--- src/rtl/led_pkg.sv ---
// Shared types, constants and helpers for led_scan_driver and led_slot_timer.
package led_pkg;

    localparam int NDIG_MAX = 8;

    // Logical "nothing lit" pattern, before pin polarity is applied.
    localparam logic [7:0] SEG_OFF = 8'h00;

    typedef enum logic {
        ST_BLANK,
        ST_DRIVE
    } state_e;

    function automatic logic [7:0] seg_pol(input logic [7:0] pat, input logic active_low);
        return active_low ? ~pat : pat;
    endfunction

    function automatic int idx_width(input int n);
        return (n > 1) ? $clog2(n) : 1;
    endfunction

endpackage

--- src/rtl/led_slot_timer.sv ---
// Slot counter (0..DIV-1), digit index (0..NDIG-1) and the registered per-frame tick.
module led_slot_timer
    import led_pkg::*;
#(
    parameter  int NDIG  = 4,
    parameter  int DIV   = 50000,
    localparam int CNT_W = $clog2(DIV),
    localparam int IDX_W = idx_width(NDIG)
) (
    input  logic             iclk,
    input  logic             irst_n,
    output logic [CNT_W-1:0] o_cnt,
    output logic [IDX_W-1:0] o_idx,
    output logic             o_frame_start,
    output logic             o_frame_tick
);

    logic [CNT_W-1:0] r_cnt;
    logic [IDX_W-1:0] r_idx;
    logic             r_frame_tick;

    assign o_frame_start = (r_cnt == '0) && (r_idx == '0);

    // NOTE: sequential state uses non-blocking assignments so every register samples
    // pre-edge values regardless of statement order.
    always_ff @(posedge iclk or negedge irst_n) begin
        if (!irst_n) begin
            r_cnt        <= '0;
            r_idx        <= '0;
            r_frame_tick <= 1'b0;
        end else begin
            r_frame_tick <= o_frame_start;
            if (r_cnt == CNT_W'(DIV - 1)) begin
                r_cnt <= '0;
                r_idx <= (r_idx == IDX_W'(NDIG - 1)) ? '0 : r_idx + IDX_W'(1);
            end else begin
                r_cnt <= r_cnt + CNT_W'(1);
            end
        end
    end

    assign o_cnt        = r_cnt;
    assign o_idx        = r_idx;
    assign o_frame_tick = r_frame_tick;

endmodule

--- src/rtl/led_scan_driver.sv ---
// Snapshots mask/pattern once per frame and scans them onto NDIG common-anode digits with
// inter-digit blanking. Optional brightness PWM enabled by defining LED_SCAN_PWM_EN.
module led_scan_driver
    import led_pkg::*;
#(
    parameter int NDIG      = 4,
    parameter int DIV       = 50000,
    parameter int BLANK_CYC = 500,
    parameter int SEG_AL    = 1
) (
    input  logic            iclk,
    input  logic            irst_n,
    input  logic [NDIG-1:0] led_sel,
    input  logic [7:0]      lut_out,
`ifdef LED_SCAN_PWM_EN
    input  logic [3:0]      ibright,
`endif
    output logic [NDIG-1:0] an,
    output logic [7:0]      seg,
    output logic            frame_tick
);

    localparam int         CNT_W    = $clog2(DIV);
    localparam int         IDX_W    = idx_width(NDIG);
    localparam logic [7:0] SEG_IDLE = seg_pol(SEG_OFF, SEG_AL != 0);

    if (NDIG < 1 || NDIG > NDIG_MAX) begin : g_bad_ndig
        $error("led_scan_driver: NDIG=%0d outside 1..%0d", NDIG, NDIG_MAX);
    end
    if (BLANK_CYC < 1) begin : g_bad_blank
        $error("led_scan_driver: BLANK_CYC=%0d must be >= 1", BLANK_CYC);
    end
    if (DIV <= BLANK_CYC) begin : g_bad_div
        $error("led_scan_driver: DIV=%0d must exceed BLANK_CYC=%0d", DIV, BLANK_CYC);
    end

    logic [CNT_W-1:0] w_cnt;
    logic [IDX_W-1:0] w_idx;
    logic             w_frame_start;
    logic [NDIG-1:0]  r_sh_sel;
    logic [7:0]       r_sh_pat;
    state_e           r_state;
    state_e           w_state_nxt;
    logic [NDIG-1:0]  w_dig_onehot;
    logic [NDIG-1:0]  w_an_nxt;
    logic [NDIG-1:0]  r_an;
    logic [7:0]       w_seg_nxt;
    logic [7:0]       r_seg;
    logic             w_pwm_on;

    led_slot_timer #(
        .NDIG (NDIG),
        .DIV  (DIV)
    ) u_timer (
        .iclk          (iclk),
        .irst_n        (irst_n),
        .o_cnt         (w_cnt),
        .o_idx         (w_idx),
        .o_frame_start (w_frame_start),
        .o_frame_tick  (frame_tick)
    );

    always_ff @(posedge iclk or negedge irst_n) begin
        if (!irst_n) begin
            r_sh_sel <= '0;
            r_sh_pat <= '0;
        end else if (w_frame_start) begin
            r_sh_sel <= led_sel;
            r_sh_pat <= lut_out;
        end
    end

`ifdef LED_SCAN_PWM_EN
    logic [3:0] r_pwm_cnt;
    logic [3:0] r_sh_bright;

    always_ff @(posedge iclk or negedge irst_n) begin
        if (!irst_n) begin
            r_pwm_cnt   <= '0;
            r_sh_bright <= '0;
        end else begin
            r_pwm_cnt <= r_pwm_cnt + 4'd1;
            if (w_frame_start) begin
                r_sh_bright <= ibright;
            end
        end
    end

    assign w_pwm_on = (r_pwm_cnt < r_sh_bright);
`else
    assign w_pwm_on = 1'b1;
`endif

    assign w_dig_onehot = NDIG'(1) << w_idx;

    // The slot position in w_cnt is the one the registered outputs will show after this edge.
    // NOTE: every signal written here gets a default first so no path leaves it unassigned,
    // which would otherwise infer a latch.
    always_comb begin
        w_state_nxt = r_state;
        w_an_nxt    = '1;
        w_seg_nxt   = SEG_IDLE;
        case (r_state)
            ST_BLANK: if (w_cnt == CNT_W'(BLANK_CYC)) w_state_nxt = ST_DRIVE;
            ST_DRIVE: if (w_cnt == '0)                w_state_nxt = ST_BLANK;
            default:  w_state_nxt = ST_BLANK;
        endcase
        if (w_state_nxt == ST_DRIVE) begin
            w_an_nxt  = ~(r_sh_sel & w_dig_onehot & {NDIG{w_pwm_on}});
            w_seg_nxt = seg_pol(r_sh_pat, SEG_AL != 0);
        end
    end

    always_ff @(posedge iclk or negedge irst_n) begin
        if (!irst_n) begin
            r_state <= ST_BLANK;
            r_an    <= '1;
            r_seg   <= SEG_IDLE;
        end else begin
            r_state <= w_state_nxt;
            r_an    <= w_an_nxt;
            r_seg   <= w_seg_nxt;
        end
    end

    assign an  = r_an;
    assign seg = r_seg;

endmodule

--- config.mk ---
export PLATFORM = sky130hd
export DESIGN_NAME = led_scan_driver
export DESIGN_NICKNAME = d
export VERILOG_FILES = /design/src/rtl/led_pkg.sv /design/src/rtl/led_slot_timer.sv /design/src/rtl/led_scan_driver.sv
export SDC_FILE = /design/constraint.sdc
export NUM_CORES = 1
export LEC_CHECK = 0
export CORE_ASPECT_RATIO = 2
export CORE_UTILIZATION = 24
export DETAILED_ROUTE_END_ITERATION = 8
export SYNTH_ARGS = -nofsm -noshare
export SYNTH_HDL_FRONTEND = slang
export SYNTH_SLANG_ARGS = --single-unit
--- constraint.sdc ---
create_clock -name iclk -period 2.6 [get_ports iclk]
set_clock_uncertainty 0.05 [all_clocks]
set_input_delay 0.39 -clock iclk [delete_from_list [all_inputs] [get_ports iclk]]
set_output_delay 0.39 -clock iclk [all_outputs]
set_load 0.02 [all_outputs]
==> summary.md <==
| Metric | Value |
|---|---|
| Setup ws final | `611 ps` |
| Average wire per standard cell | `13.5 um` |
| Setup repair bufs after CTS | `0` |
| Startpoint Class | `flip-flop` |
| Status | `finished clean` |
| Number of core rows | `46` |
| Critical path's slowest cell | `dfrtp_1` |
| IO Pins | `27` |
| DRT Pass-1 Iters | `3` |
| WP buf/inv | `1` |
| Total negative slack | `0 ps` |
| GPL Wtd Cong | `0.870` |
| WP data arrival | `2110 ps` |
| Pre-CTS WS | `575 ps` |
| Non-Filler Instances | `284` |
| Netlist cell types | `32` |
| Largest net degree at the start of global routing | `45` |
| Final Max Slew Viols | `0` |
| P&R area growth vs syn | `25.4%` |
| Mean post-synth cell area | `12.3 um^2` |
| Flops & latches, synth | `44` |
| Fin crit share | `76.5%` |
| Vias in the first global route | `1374` |
| Hold crit path type | `input port to async pin` |
| Syn_nets | `180` |
| CP cell instances | `inv_1, ha_1, nor4b_4, and2_4, nand4_4, mux2_4` |
| Worst Tran Pin Value | `964 ps` |
| Peak supply drop | `219 uV` |
| Tot GR Track Use | `10.1%` |
| Crit end category | `flip-flop` |
| Antenna-violating nets left | `0` |
| Resized Gates After CTS | `0` |
| Skew-Pair Late Insertion Delay | `290 ps` |
| Max Cap Viol | `0` |
| CP peak stage delay | `420 ps` |
| Number of buffers created by CTS | `5` |
| Crit Path Max Fanout | `12` |
| Detailed Route Iter0 Violations | `48` |
| Global-route wire length before repair | `6270 um` |
| Initial Utilization | `24.9%` |
| Placed Cells | `277` |
| Max_slew headroom | `35.7%` |
| Die W | `66.1 um` |
| RSZ-0062 raised after global routing | `no` |
| Layout cells sized above 1 | `21.3%` |
| Top Family by Delay on Critical Path | `simple AND/OR/NAND/NOR gates` |
| Final nets | `208` |
| Post-Route WL | `3840 um` |
| Remaining Overflow, GRT | `0` |
| PwrDens | `581 nW/um^2` |
| Root Buffer | `clkbuf_16` |
| P_leak | `1.04 nW` |
| Sequential Area | `1120 um^2` |
| Clk buf depth | `2` |
| H-tree levels | `2` |
| Fill count | `810` |
| Worst reg-to-reg setup slack | `610 ps` |
| Core area | `7940 um^2` |
| Final Hold Viols | `0` |
| Min Tclk post-route | `1990 ps` |
| Ys Warns | `0` |
| CTS clk-pin slew, worst paths | `60 ps` |
| Hold buffers post-CTS | `0` |
| Setup CP Type | `flip-flop to flip-flop` |
| Die height | `130 um` |
| Vias | `1265` |
| DR vias/cell | `4.45` |
| Initial antenna violation count | `0` |
| Antenna diodes | `0` |
| Worst Path Required | `2720 ps` |
| Drc violations | `0` |
| CTS tree | `done` |
| Area of the multi-input gates | `777 um^2` |
| Die area | `8620 um^2` |
| Cell Area, Synth | `1970 um^2` |
| Sequential area share after synthesis | `56.5%` |
| Peak Freq | `503 MHz` |
| Final setup viols | `0` |
| Post-DP HPWL | `2790 um` |
| Gate Count Post-Synth | `160` |
| Clock net sink count | `44` |
| Port Buffers | `26` |
[path summary, 6_finish.rpt]
check                                               end  depth (start not counted)                  startpoint
min in group iclk                      seg[5]$_DFF_PN1_                          1     r_sh_pat[5]$_DFFE_PN0P_
worst min register to register         seg[5]$_DFF_PN1_                          1     r_sh_pat[5]$_DFFE_PN0P_
worst max register to register  r_sh_pat[2]$_DFFE_PN0P_                          6  u_timer.o_cnt[0]$_DFF_PN0_
worst min-delay path            r_sh_sel[3]$_DFFE_PN0P_                          1                      irst_n
max in group asynchronous       r_sh_pat[4]$_DFFE_PN0P_                          1                      irst_n
worst max-delay path            r_sh_pat[2]$_DFFE_PN0P_                          6  u_timer.o_cnt[0]$_DFF_PN0_
[power breakdown]
part	internal, W	total, W	leakage, nW	switching, W
Sequential	0.000695	0.000700	0.531	0.00000493
Clock	0.000448	0.000694	0.0769	0.000246
Combinational	0.0000276	0.0000455	0.430	0.0000179
Total	0.00117	0.00144	1.04	0.000269
[final cells by class]
cell class                 instances  area share [%]
multi-input combinational        101            31.4
tap                               96            4.85
clock inverter                     1            1.21
clock buffer                       6            5.20
inverter                           7            1.06
timing repair buffer              29            11.2
sequential                        44            45.1
[routing by layer]
metal	global-route usage (%)	up-vias	routed length, um
met1	9.08	616	1420
met4	8.39	0	214
met5	0	-	0
met2	17.6	33	2050
li1	-	601	-
met3	3.41	15	157
[cells in the final DEF, fill, tap and decap left out]
| master | synthesis | layout |
|---|---|---|
| nor4_1 | 4 | 4 |
| o21ai_0 | 1 | 1 |
| ha_1 | 6 | 6 |
| or3_1 | 2 | 2 |
| nor2b_1 | 1 | 1 |
| nand3_1 | 8 | 8 |
| nor3_1 | 5 | 5 |
| o221ai_1 | 1 | 1 |
| buf_2 | 4 | 1 |
| buf_4 | 1 | 3 |
| nand3_2 | 1 | 1 |
| o2bb2ai_1 | 1 | 1 |
| inv_1 | 7 | 7 |
| xor2_1 | 5 | 5 |
| and4_1 | 1 | 1 |
| nand2_1 | 15 | 15 |
| dfrtp_1 | 32 | 32 |
| clkbuf_16 | 0 | 5 |
| mux2_2 | 3 | 3 |
| clkdlybuf4s50_1 | 0 | 25 |
| and2_4 | 1 | 1 |
| xnor2_1 | 8 | 8 |
| clkbuf_1 | 0 | 1 |
| nor4b_4 | 1 | 1 |
| bufinv_16 | 0 | 1 |
| nand4_1 | 8 | 8 |
| and3b_1 | 1 | 1 |
| nand4_4 | 1 | 1 |
| dfstp_2 | 12 | 12 |
| nor2_1 | 14 | 14 |
| mux2_1 | 1 | 1 |
| mux2_4 | 10 | 10 |
| nor4b_1 | 1 | 1 |
| nor4_2 | 1 | 1 |
[cells by family (layout without fill, tap and decap cells)]
logic type / Yosys count / in the layout / share of synthesized area (%)
adder cells (fa/ha/maj): 6 / 6 / 3.80
XOR/XNOR: 13 / 13 / 5.77
buffers and inverters: 15 / 43 / 4.12
flip-flops: 44 / 44 / 56.5
multiplexers: 14 / 14 / 9.89
AO/OA/AOI/OAI: 3 / 3 / 1.14
AND/OR/NAND/NOR: 65 / 65 / 18.8
[Yosys cell counts]
master	n	area, um^2
buf_4	1	7.51
o21ai_0	1	5.00
nand4_4	1	21.3
clkbuf_2	1	5.00
mux2_2	3	33.8
nor4b_1	1	8.76
mux2_1	1	11.3
and3b_1	1	8.76
nor2_1	14	52.6
and2_4	1	8.76
nor3_1	5	25.0
xor2_1	5	43.8
dfrtp_1	32	801
buf_6	2	22.5
nand3_1	8	40.0
and4_1	1	8.76
o2bb2ai_1	1	8.76
nor4b_4	1	23.8
nor4_1	4	25.0
nand2_1	15	56.3
mux2_4	10	150
o221ai_1	1	8.76
nor2b_1	1	6.26
xnor2_1	8	70.1
buf_2	4	20.0
inv_1	7	26.3
nor4_2	1	12.5
dfstp_2	12	315
ha_1	6	75.1
or3_1	2	12.5
nand3_2	1	10.0
nand4_1	8	50.1
[stage by stage]
step	total power (W)	hold slack, ps	cell area, um^2	util [%]
6_report	0.00144	199	2480	31.2
5_1_grt	0.00149	278	2480	31.2
4_1_cts	0.00146	228	2480	31.2
3_5_place_dp	0.000759	333	2320	29.2
3_3_place_gp	0.000758	326	2320	29.2
2_1_floorplan	0.000724	44.4	1970	-
[state kept, by name, summed over array words and instances, names as in the netlist]
signal	flops
seg	8
r_sh_pat	8
an	4
r_sh_sel	4
u_timer.o_frame_tick	1
r_state	1
u_timer.o_cnt	16
u_timer.o_idx	2
Power figures use the tool's default switching activity.
